## config.mk

```make
export PLATFORM = sky130hd
export DESIGN_NAME = dmem_arbiter
export DESIGN_NICKNAME = d
export VERILOG_FILES = /design/src/rtl/dmem_arbiter.sv
export SDC_FILE = /design/constraint.sdc
export NUM_CORES = 1
export LEC_CHECK = 0
export CORE_MARGIN = 5
export CORE_UTILIZATION = 38
export DETAILED_ROUTE_END_ITERATION = 12
export GPL_TIMING_DRIVEN = 0
export PLACE_DENSITY_LB_ADDON = 0.25
export SYNTH_ARGS = -nofsm -noshare
export SYNTH_HDL_FRONTEND = slang
export SYNTH_SLANG_ARGS = --single-unit
```

## constraint.sdc

```tcl
create_clock -name clk -period 4.6 [get_ports clk]
set_clock_uncertainty 0.2 [all_clocks]
set_input_delay 0.46 -clock clk [delete_from_list [all_inputs] [get_ports clk]]
set_output_delay 0.46 -clock clk [all_outputs]
set_load 0.01 [all_outputs]
```

## src/rtl/dmem_arbiter.sv

```systemverilog
// dmem_arbiter: two-port (CPU / debug-loader) arbiter in front of a single
// data-memory port. Each transfer runs IDLE -> ACCESS (WAIT+1 cycles) -> RESP.
// The memory is written on the last ACCESS cycle, and read data is captured
// on that same edge.
// Optional feature: define DMEM_ARB_RR_EN for round-robin arbitration on
// simultaneous requests. The default build gives the CPU fixed priority.
module dmem_arbiter #(
   parameter int unsigned WAIT = 1
) (
   input  logic        clk,
   input  logic        reset,
   input  logic        cpu_req,
   input  logic        cpu_we,
   input  logic [31:0] cpu_addr,
   input  logic [31:0] cpu_wdata,
   input  logic [1:0]  cpu_size,
   output logic        cpu_ack,
   output logic [31:0] cpu_rdata,
   output logic        cpu_stall,
   input  logic        dbg_req,
   input  logic        dbg_we,
   input  logic [31:0] dbg_addr,
   input  logic [31:0] dbg_wdata,
   input  logic [1:0]  dbg_size,
   output logic        dbg_ack,
   output logic [31:0] dbg_rdata,
   output logic        mem_write,
   output logic [31:0] mem_addr,
   output logic [31:0] mem_wdata,
   output logic [1:0]  mem_lwhb,
   output logic [1:0]  mem_swhb,
   input  logic [31:0] mem_rdata
);

   typedef enum logic [1:0] {IDLE, ACCESS, RESP} state_t;

   localparam logic       GNT_CPU = 1'b0;
   localparam logic       GNT_DBG = 1'b1;
   localparam logic [3:0] WAIT_L  = 4'(WAIT);

   state_t      state_q, state_d;
   logic [3:0]  cnt_q, cnt_d;
   logic        grant_q, grant_d;
   logic        last_grant_q, last_grant_d;
   logic        we_q, we_d;
   logic [31:0] addr_q, addr_d;
   logic [31:0] wdata_q, wdata_d;
   logic [1:0]  size_q, size_d;
   logic [31:0] cpu_rdata_q, cpu_rdata_d;
   logic [31:0] dbg_rdata_q, dbg_rdata_d;
   logic        pick_dbg;
   logic        in_access;
   logic        in_resp;

   // Winner selection among the current requests (only consumed in IDLE)
   always_comb begin
      pick_dbg = dbg_req;
      if (cpu_req && dbg_req) begin
`ifdef DMEM_ARB_RR_EN
         pick_dbg = (last_grant_q == GNT_CPU);
`else
         pick_dbg = GNT_CPU;
`endif
      end
   end

   // Next-state logic: arbitration, wait countdown, read-data capture
   always_comb begin
      state_d      = state_q;
      cnt_d        = cnt_q;
      grant_d      = grant_q;
      last_grant_d = last_grant_q;
      we_d         = we_q;
      addr_d       = addr_q;
      wdata_d      = wdata_q;
      size_d       = size_q;
      cpu_rdata_d  = cpu_rdata_q;
      dbg_rdata_d  = dbg_rdata_q;
      case (state_q)
         IDLE: begin
            if (cpu_req || dbg_req) begin
               state_d      = ACCESS;
               cnt_d        = WAIT_L;
               grant_d      = pick_dbg;
               last_grant_d = pick_dbg;
               if (pick_dbg == GNT_DBG) begin
                  we_d    = dbg_we;
                  addr_d  = dbg_addr;
                  wdata_d = dbg_wdata;
                  size_d  = dbg_size;
               end else begin
                  we_d    = cpu_we;
                  addr_d  = cpu_addr;
                  wdata_d = cpu_wdata;
                  size_d  = cpu_size;
               end
            end
         end
         ACCESS: begin
            if (cnt_q == 4'd0) begin
               state_d = RESP;
               if (!we_q) begin
                  if (grant_q == GNT_DBG) dbg_rdata_d = mem_rdata;
                  else                    cpu_rdata_d = mem_rdata;
               end
            end else begin
               cnt_d = cnt_q - 4'd1;
            end
         end
         RESP:    state_d = IDLE;
         default: state_d = IDLE;
      endcase
   end

   // State and datapath registers; reset aborts any transfer in flight
   always_ff @(posedge clk or posedge reset) begin
      if (reset) begin
         state_q      <= IDLE;
         cnt_q        <= 4'd0;
         grant_q      <= GNT_CPU;
         last_grant_q <= GNT_DBG;
         we_q         <= 1'b0;
         addr_q       <= 32'd0;
         wdata_q      <= 32'd0;
         size_q       <= 2'd0;
         cpu_rdata_q  <= 32'd0;
         dbg_rdata_q  <= 32'd0;
      end else begin
         state_q      <= state_d;
         cnt_q        <= cnt_d;
         grant_q      <= grant_d;
         last_grant_q <= last_grant_d;
         we_q         <= we_d;
         addr_q       <= addr_d;
         wdata_q      <= wdata_d;
         size_q       <= size_d;
         cpu_rdata_q  <= cpu_rdata_d;
         dbg_rdata_q  <= dbg_rdata_d;
      end
   end

   // Output decode: memory fields only driven during ACCESS, acks only in RESP
   always_comb begin
      in_access = (state_q == ACCESS);
      in_resp   = (state_q == RESP);
      mem_write = in_access && (cnt_q == 4'd0) && we_q;
      mem_addr  = in_access ? addr_q  : 32'd0;
      mem_wdata = in_access ? wdata_q : 32'd0;
      mem_lwhb  = in_access ? size_q  : 2'd0;
      mem_swhb  = in_access ? size_q  : 2'd0;
      cpu_ack   = in_resp && (grant_q == GNT_CPU);
      dbg_ack   = in_resp && (grant_q == GNT_DBG);
      cpu_stall = cpu_req && !cpu_ack;
      cpu_rdata = cpu_rdata_q;
      dbg_rdata = dbg_rdata_q;
   end

endmodule

```

### After elaboration in Yosys (flattened, before gate mapping)

Index checks and enable logic that the tools add are counted.

* input port bits: 170
* register bits: 138
* logic and storage cells: 47
* output and inout bits: 136

* equal/unequal tests: 5
* bitwise gates (word level): 2
* add/sub/neg operators: 1
* multiplexer cells: 14
* reductions and logical operators: 16

Operators by type and width (count)
* 32-bit 2-to-1 mux: 4
* 2-bit 2-to-1 mux: 4
* 4-bit 2-to-1 mux: 2
* 4-bit one-hot mux with 2 select lines: 1
* 4-bit AND reduction: 2
* 1-bit logical AND: 6
* 4-bit logical NOT: 1
* 2-bit != test (second input constant): 2
* 2-bit one-hot mux with 2 select lines: 1
* 2-bit AND reduction: 2
* 4-bit by 1-bit subtractor with 4-bit output (second input constant): 1
* 3-bit AND reduction: 1
* 2-bit by 1-bit == test with 1-bit output (second input constant): 1
* 2-bit == test (second input constant): 1
* 2-bit logical NOT: 1
* 1-bit 2-to-1 mux: 2
* 2-bit by 1-bit != test with 1-bit output (second input constant): 1
* 1-bit inverter: 2
* 2-bit nonzero test: 1
* 1-bit logical NOT: 1
* 1-bit logical OR: 1

### Longest topological paths before layout

Gate-level depths: netlist of run 1.

* word-level depth: 4
* depth in mapped cells: 6
* gate-level depth less buffers: 5

### Worst setup path after synthesis of run 1

Ideal clock, no wire load.

* path kind: reg-to-output
* start: register state_q[0]
* end: output mem_swhb[0]
* stages on the path, launching flop included: 7
* slack: 2478 ps
* data arrival time: 1462 ps
* required time: 3940 ps
* path buffers: 4
* cells stage by stage: dfrtp_1 nor2b_1 buf_4 clkbuf_1 clkbuf_1 and2_1 buf_4

* word-level cells in the longest chain between the ends: 2

Ends and longest elaborated chain
* from (decl): RTL line 41 `state_t state_q, state_d;`
* from (signal assigned): RTL line 129 `state_q <= state_d;`
* 2-bit by 1-bit == test with 1-bit output: RTL line 144 `in_access = (state_q == ACCESS);`
* 2-bit 2-to-1 mux
* to (decl): RTL line 31 `output logic [1:0] mem_swhb,`

No other way between the ends.

### Worst setup path in the final report of run 1

* start: register state_q[0]
* end: output mem_swhb[0]

* word-level cells in the longest chain between the ends: 2

Ends and longest elaborated chain
* 2-bit by 1-bit == test with 1-bit output: RTL line 144
* 2-bit 2-to-1 mux: RTL line 150 `mem_swhb = in_access ? size_q : 2'd0;`

No other way between the ends.

==> parameters.txt, run 1 <==
Parameter                              Value

Job
  Max-cap violations ... 0

Clocking
  Clock-pin slew on the worst setup and hold paths ... 60 ps
  Number of buffers created by CTS ... 17
  Number of cells upsized or downsized after cts ... 0
  Total clock sinks ... 138
  CTS tree ... built
  H-tree levels ... 4
  Maximum number of buffers from clock root to sink ... 2
  Post-CTS Setup Inserts ... 0
  Cell at the root of the clock tree ... sky130_fd_sc_hd__clkbuf_16
  Number of hold buffers added after cts ... 0
  Clock network latency to the later pin of the worst-skew pair ... 410 ps

Outcome
  Status ... finished clean

Power and ir drop
  Power share of the combinational group ... 48.2%
  Part of the power in the clock network ... 21.3%
  Switch share ... 32.62%
  Worst voltage drop across the vdd grid ... 0.3284 mV
  Switching power ... 2.266 mW
  Flop pwr share ... 30.5%
  Internal power ... 4.682 mW
  Total power divided by cell area ... 657.3 nW/µm²
  Leakage power ... 4.431 nW

Synthesis
  Post-synthesis cell area ... 6564 µm²
  Leading post-synthesis cells by cell area ... sky130_fd_sc_hd__dfrtp_1, sky130_fd_sc_hd__mux2i_1, sky130_fd_sc_hd__o21ai_0, sky130_fd_sc_hd__mux2_4, sky130_fd_sc_hd__and2_1
  Warnings from Yosys ... 0
  Async set-or-reset flop fraction in the synthesized netlist ... 100.0%
  Area fraction of the dominant cell type after synthesis ... 52.61%
  Syn Nets ... 722
  Register area share after synthesis ... 52.61%
  Number of distinct standard cells referenced by the synthesized netlist ... 32
  Leading post-synthesis cells by instance count ... sky130_fd_sc_hd__dfrtp_1, sky130_fd_sc_hd__o21ai_0, sky130_fd_sc_hd__and2_1, sky130_fd_sc_hd__mux2i_1, sky130_fd_sc_hd__mux2_2
  Post-Syn Area per Cell ... 11.93 µm²
  Library cell with the largest summed area after synthesis ... sky130_fd_sc_hd__dfrtp_1
  Most instantiated library cell after synthesis ... sky130_fd_sc_hd__dfrtp_1
  Top flip-flop cell by instance count after synthesis ... sky130_fd_sc_hd__dfrtp_1
  Number of enable flip-flop cells after synthesis ... 0
  Synthesized instance count ... 550
  Post-synthesis sequential element count ... 138

Final layout
  Final cell count without fillers ... 1113
  Area Growth Syn to Fin ... 61.04%
  Layout net count ... 1047
  Layout cell share with drive strength beyond 1 ... 13.74%
  Count of antenna diodes in the layout ... 0
  Core utilization of the finished layout ... 61.75%

GRT
  Number of global-route vias before repair ... 5629
  Aggregate global routing overflow ... 0
  Number of antenna violations at the first check in global routing ... 0
  GR Util All Layers ... 19.16%
  Global-route wire length before repair ... 30150 µm
  Largest net degree at the start of global routing ... 86

Timing
  Post-Route Setup TNS ... 0 ps
  Maximum operating frequency ... 279.5 MHz
  Number of max-slew violations in the final report ... 0
  Setup repair after global routing missed its margin ... false
  Count of final setup violators ... 0
  Hold violation count in the final report ... 0
  Worst Slack Setup Final ... 1023 ps
  Remaining max-slew budget at the tightest pin ... 55.20%
  Worst Tran Pin Value ... 664.9 ps
  Min Tclk post-route ... 3577 ps
  Period utilization ... 77.77%

Critical path
  Type of the worst setup path ... reg2out
  Reg2Reg Launch Point ... cnt_q[0]
  Critical path fanouts, max ... 10
  Data arrival time of the critical path ... 2920 ps
  R2R Path End ... dbg_rdata[24]
  Critical Path RT ... 3940 ps
  Cells along the critical path ... nor2b_1 -> buf_4 -> clkbuf_1 -> clkbuf_1 -> and2_1 -> buf_4 -> clkdlybuf4s50_1
  Length in cells of the worst reg-to-reg path ... 6
  Critical Path End Type ... output port
  Worst R2R Setup Slack ... 2470 ps
  Longest individual stage delay on the worst path ... 520 ps
  Nature of the critical path startpoint ... flip-flop
  Slowest stage cell on the critical path ... sky130_fd_sc_hd__clkdlybuf4s50_1

Floorplanning
  Die width ... 141.4 µm
  Area of the core ... 17120 µm²
  Die extent in y ... 141.4 µm
  Top-level I/O count ... 306
  Die outline area ... 20000 µm²
  Starting density of the core ... 38.35%
  Number of placement rows ... 48

Routing
  Wirelength, routed ... 19250 µm
  Routed Antenna Nets ... 0
  Number of detailed-route iterations in the first pass ... 6
  Number of vias after detailed routing ... 5405
  Residual DRC ... 0
  Mean routed wirelength per cell ... 17.29 µm
  Drt initial violations ... 160
  Ratio of routed vias to standard cells ... 4.856

Placed design
  Post-detailed-placement half-perimeter wirelength ... 14790 µm
  Buffers on Ports ... 305
  Pre-CTS setup slack ... 1428 ps
  Final weighted congestion of routability-driven global placement ... 0.7743
  Placed cell count ... 1081

Worst hold path
  Class of the most critical hold timing path ... in2async
-- metrics by stage --
| step | power [mW] | hold slack [ps] | area (µm²) |
|---|---|---|---|
| 2_1_floorplan | 3.722 | 265.1 | 6564 |
| 3_3_place_gp | 5.459 | 279.9 | 9898 |
| 3_5_place_dp | 5.522 | 288.5 | 9931 |
| 4_1_cts | 7.039 | 301.4 | 10570 |
| 5_1_grt | 7.410 | 315.8 | 10570 |
| 6_report | 6.948 | 289.1 | 10570 |
-- worst max path at each step --
| stage | startpoint | end | slack (ps) | depth (start not counted) |
|---|---|---|---|---|
| floorplan | reset | addr_q[0] | 240 | 1 |
| global placement | reset | wdata_q[13] | -1860 | 2 |
| detailed placement | state_q[0] | mem_swhb[0] | 1430 | 7 |
| CTS | state_q[0] | mem_swhb[0] | 980 | 7 |
| global route | state_q[0] | mem_swhb[0] | 860 | 7 |
| finish | state_q[0] | mem_swhb[0] | 1020 | 7 |
-- layer usage --
metal  track usage, %  up-vias  share of wire [%]
met5                0        -                  0
met4            5.657        0                1.5
met3            7.010       17                9.6
met2            31.55      210                 48
met1            23.71     2588                 41
li1                 -     2590                  -
-- sequential cells by signal, indices dropped and copies added, names as in the netlist --
name and count:
addr_q 32, size_q 2, cpu_rdata 32, wdata_q 32, dbg_rdata 32, cnt_q 4, grant_q 1, state_q 2
we_q 1
-- final cells by class --
type	instances	area (µm²)
plain buffers	46	252.7
clock buffers	20	456.7
clock inverters	12	182.7
fillers	1482	6546
inverters	3	16.27
multi-input cells	363	2846
flip-flops and latches	138	3453
well taps	225	281.5
repair buffers	306	3080
-- power by group through the flow --
stage	Combinational (mW)	Clock [mW]	Sequential [mW]
floorplan	1.50	0	2.22
global placement	3.35	0	2.11
detailed placement	3.39	0	2.13
CTS	3.41	1.51	2.12
global route	3.63	1.57	2.21
finish	3.35	1.48	2.12
-- cells by family (layout without fill, tap and decap cells) --
kind of cell,after synthesis,in the layout,share of synthesized area [%]
muxes,132,132,23.08
buffers and inverters,49,387,4.022
DFF,138,138,52.61
adders and majority gates,2,2,0.3812
and+or+nand+nor,86,86,8.769
AOI/OAI and AO/OA,143,143,11.13
-- cell usage in the layout (no fill, tap or decap), types with 3 or more instances in the layout --
cell and count:
sky130_fd_sc_hd__o21ai_1 5, sky130_fd_sc_hd__mux2_2 35, sky130_fd_sc_hd__clkbuf_16 17, sky130_fd_sc_hd__buf_6 6, sky130_fd_sc_hd__bufinv_16 4, sky130_fd_sc_hd__dfrtp_1 138, sky130_fd_sc_hd__mux2i_1 67, sky130_fd_sc_hd__mux2_4 30
sky130_fd_sc_hd__nor2_1 3, sky130_fd_sc_hd__o21ai_0 131, sky130_fd_sc_hd__nor2b_1 4, sky130_fd_sc_hd__and2_1 67, sky130_fd_sc_hd__buf_2 6, sky130_fd_sc_hd__clkbuf_1 27, sky130_fd_sc_hd__clkdlybuf4s50_1 305, sky130_fd_sc_hd__inv_6 6
sky130_fd_sc_hd__buf_4 7
-- critical path, delay by kind of cell (launching register included) --
| family | cells | cell delay (ps) |
|---|---|---|
| buffers and inverters | 5 | 1690 |
| flip-flops | 1 | 420 |
| AND/OR/NAND/NOR | 2 | 390 |
(Power assumes the default switching activity.)
==> run 2: changes to the inputs <==
==> constraint.sdc (replaced) <==
create_clock -name clk -period 3.1 [get_ports clk]
set_clock_uncertainty 0.2 [all_clocks]
set_input_delay 0.31 -clock clk [delete_from_list [all_inputs] [get_ports clk]]
set_output_delay 0.31 -clock clk [all_outputs]
set_load 0.01 [all_outputs]
==> parameters.txt, run 2 (synthesized netlist as in run 1, its figures left out) <==
Parameter                              Value

Power and ir drop
  Switch share ... 33.51%
  Switching power ... 3.413 mW
  Flop pwr share ... 31.0%
  PnR Total Power ... 10.19 mW
  Worst voltage drop across the vdd grid ... 0.4668 mV
  Total power divided by cell area ... 964.7 nW/µm²
  Power share of the combinational group ... 49.1%
  Internal power ... 6.773 mW
  Part of the power in the clock network ... 20.0%
  Leakage power ... 4.414 nW

Timing
  Period utilization ... 92.98%
  Number of max-slew violations in the final report ... 0
  Worst hold-check slack ... 165.9 ps
  Setup repair after global routing missed its margin ... false
  Hold violation count in the final report ... 0
  Maximum operating frequency ... 346.9 MHz
  Min Tclk post-route ... 2882 ps
  Worst Slack Setup Final ... 217.6 ps
  Remaining max-slew budget at the tightest pin ... 51.65%
  Worst Tran Pin Value ... 723.8 ps
  Count of final setup violators ... 0

Placed design
  Pre-CTS setup slack ... 47.27 ps
  Post-detailed-placement half-perimeter wirelength ... 15270 µm
  Placed cell count ... 1083
  Buffers on Ports ... 305
  Final weighted congestion of routability-driven global placement ... 0.7746

Routing
  Number of vias after detailed routing ... 5453
  Routed Antenna Nets ... 0
  Residual DRC ... 0
  Ratio of routed vias to standard cells ... 4.895
  Number of detailed-route iterations in the first pass ... 4
  Wirelength, routed ... 19590 µm
  Drt initial violations ... 143
  Mean routed wirelength per cell ... 17.58 µm

Clocking
  CTS tree ... built
  Total clock sinks ... 138
  Cell at the root of the clock tree ... sky130_fd_sc_hd__clkbuf_16
  Clock-pin slew on the worst setup and hold paths ... 60 ps
  Maximum number of buffers from clock root to sink ... 2
  Number of buffers created by CTS ... 17
  Clock network latency to the later pin of the worst-skew pair ... 410 ps
  H-tree levels ... 4
  Post-CTS Setup Inserts ... 0

Floorplanning
  Starting density of the core ... 38.35%
  Die outline area ... 20000 µm²
  Die extent in y ... 141.4 µm
  Top-level I/O count ... 306
  Number of placement rows ... 48
  Area of the core ... 17120 µm²
  Die width ... 141.4 µm

Critical path
  Data arrival time of the critical path ... 2370 ps
  Worst R2R Setup Slack ... 950 ps
  Startpoint of the worst setup timing path ... state_q[0]
  Critical Path RT ... 2590 ps
  Critical Path End Type ... output port
  Reg2Reg Launch Point ... cnt_q[0]
  Type of the worst setup path ... reg2out
  Length in cells of the worst reg-to-reg path ... 6
  Nature of the critical path startpoint ... flip-flop
  R2R Path End ... dbg_rdata[0]
  Critical path fanouts, max ... 17

Final layout
  Final cell count without fillers ... 1114
  Layout net count ... 1048
  Count of antenna diodes in the layout ... 0
  Commonest non-fill, non-tap cells in the layout ... sky130_fd_sc_hd__clkdlybuf4s50_1, sky130_fd_sc_hd__dfrtp_1, sky130_fd_sc_hd__o21ai_0
  Layout cell share with drive strength beyond 1 ... 14.17%
  Area Growth Syn to Fin ... 60.87%
  Leading cell type in the layout, fill and taps excluded ... sky130_fd_sc_hd__clkdlybuf4s50_1

GRT
  Aggregate global routing overflow ... 0
  Global-route wire length before repair ... 30150 µm
  Number of antenna violations at the first check in global routing ... 0
  Number of global-route vias before repair ... 5509
  Largest net degree at the start of global routing ... 44
  GR Util All Layers ... 19.31%

Worst hold path
  Class of the most critical hold timing path ... in2async

Outcome
  Status ... finished clean

Job
  Max-cap violations ... 0
## run 2: cell types whose count changed in the layout (fill, tap and decap cells not counted), moves of 2 or more
cell,delta
sky130_fd_sc_hd__buf_12,+3
sky130_fd_sc_hd__bufinv_16,-2
sky130_fd_sc_hd__clkbuf_1,-3
sky130_fd_sc_hd__clkinvlp_4,+4
## run 2: critical path, stage by stage (launching register included)
cell and delay [ps]:
sky130_fd_sc_hd__dfrtp_1 430, sky130_fd_sc_hd__nor2b_1 150, sky130_fd_sc_hd__buf_4 250, sky130_fd_sc_hd__clkbuf_1 360
sky130_fd_sc_hd__and2_1 220, sky130_fd_sc_hd__clkdlybuf4s50_1 560
## run 2: worst max-delay path by stage
stage	to	slack [ps]	cells after the start
final	mem_addr[18]	220	5
after global routing	mem_addr[27]	2	5
after CTS	mem_addr[18]	150	5
after detailed placement	mem_swhb[0]	50	7
after global placement	wdata_q[14]	-460	2
after floorplan	addr_q[0]	870	1
## run 2: area by class of cell
cell class,count,area [µm²]
Fill cell,1516,6558
Sequential cell,138,3453
Timing Repair Buffer,308,3113
Multi-Input combinational cell,363,2846
Clock buffer,18,439.2
Tap cell,225,281.5
Buffer,45,250.2
Clock inverter,14,160.2
Inverter,3,15.01
## run 2: timing repair
action / CTS / global route
hold buffers: 0 / 0
resized for setup: 1 / 0
endpoints found under the hold margin: 0 / 0
endpoints found under the setup margin: 20 / 0
## run 2: power by group through the flow
stage / clock [mW] / combinational [mW] / sequential (mW)
after floorplan: 0 / 2.23 / 3.29
after global placement: 0 / 4.98 / 3.14
after detailed placement: 0 / 5.06 / 3.18
after CTS: 2.08 / 5.08 / 3.16
after global routing: 2.15 / 5.42 / 3.29
final: 2.03 / 5.00 / 3.15
## run 2: routing by layer
metal  track usage (%)  wire, µm  share of wire (%)
met4             4.394       158               0.81
met3             7.482      1863                9.5
met5                 0         0                  0
met1             23.62      7884                 40
met2             32.48      9682                 49
## run 2: per-stage QoR
step / TNS [ps] / utilization, % / area [µm²]
floorplan: 0 / - / 6568
global placement: -62020 / 57.85 / 9902
detailed placement: 0 / 58.20 / 9962
CTS: 0 / 61.69 / 10560
global route: 0 / 61.69 / 10560
finish: 0 / 61.69 / 10560
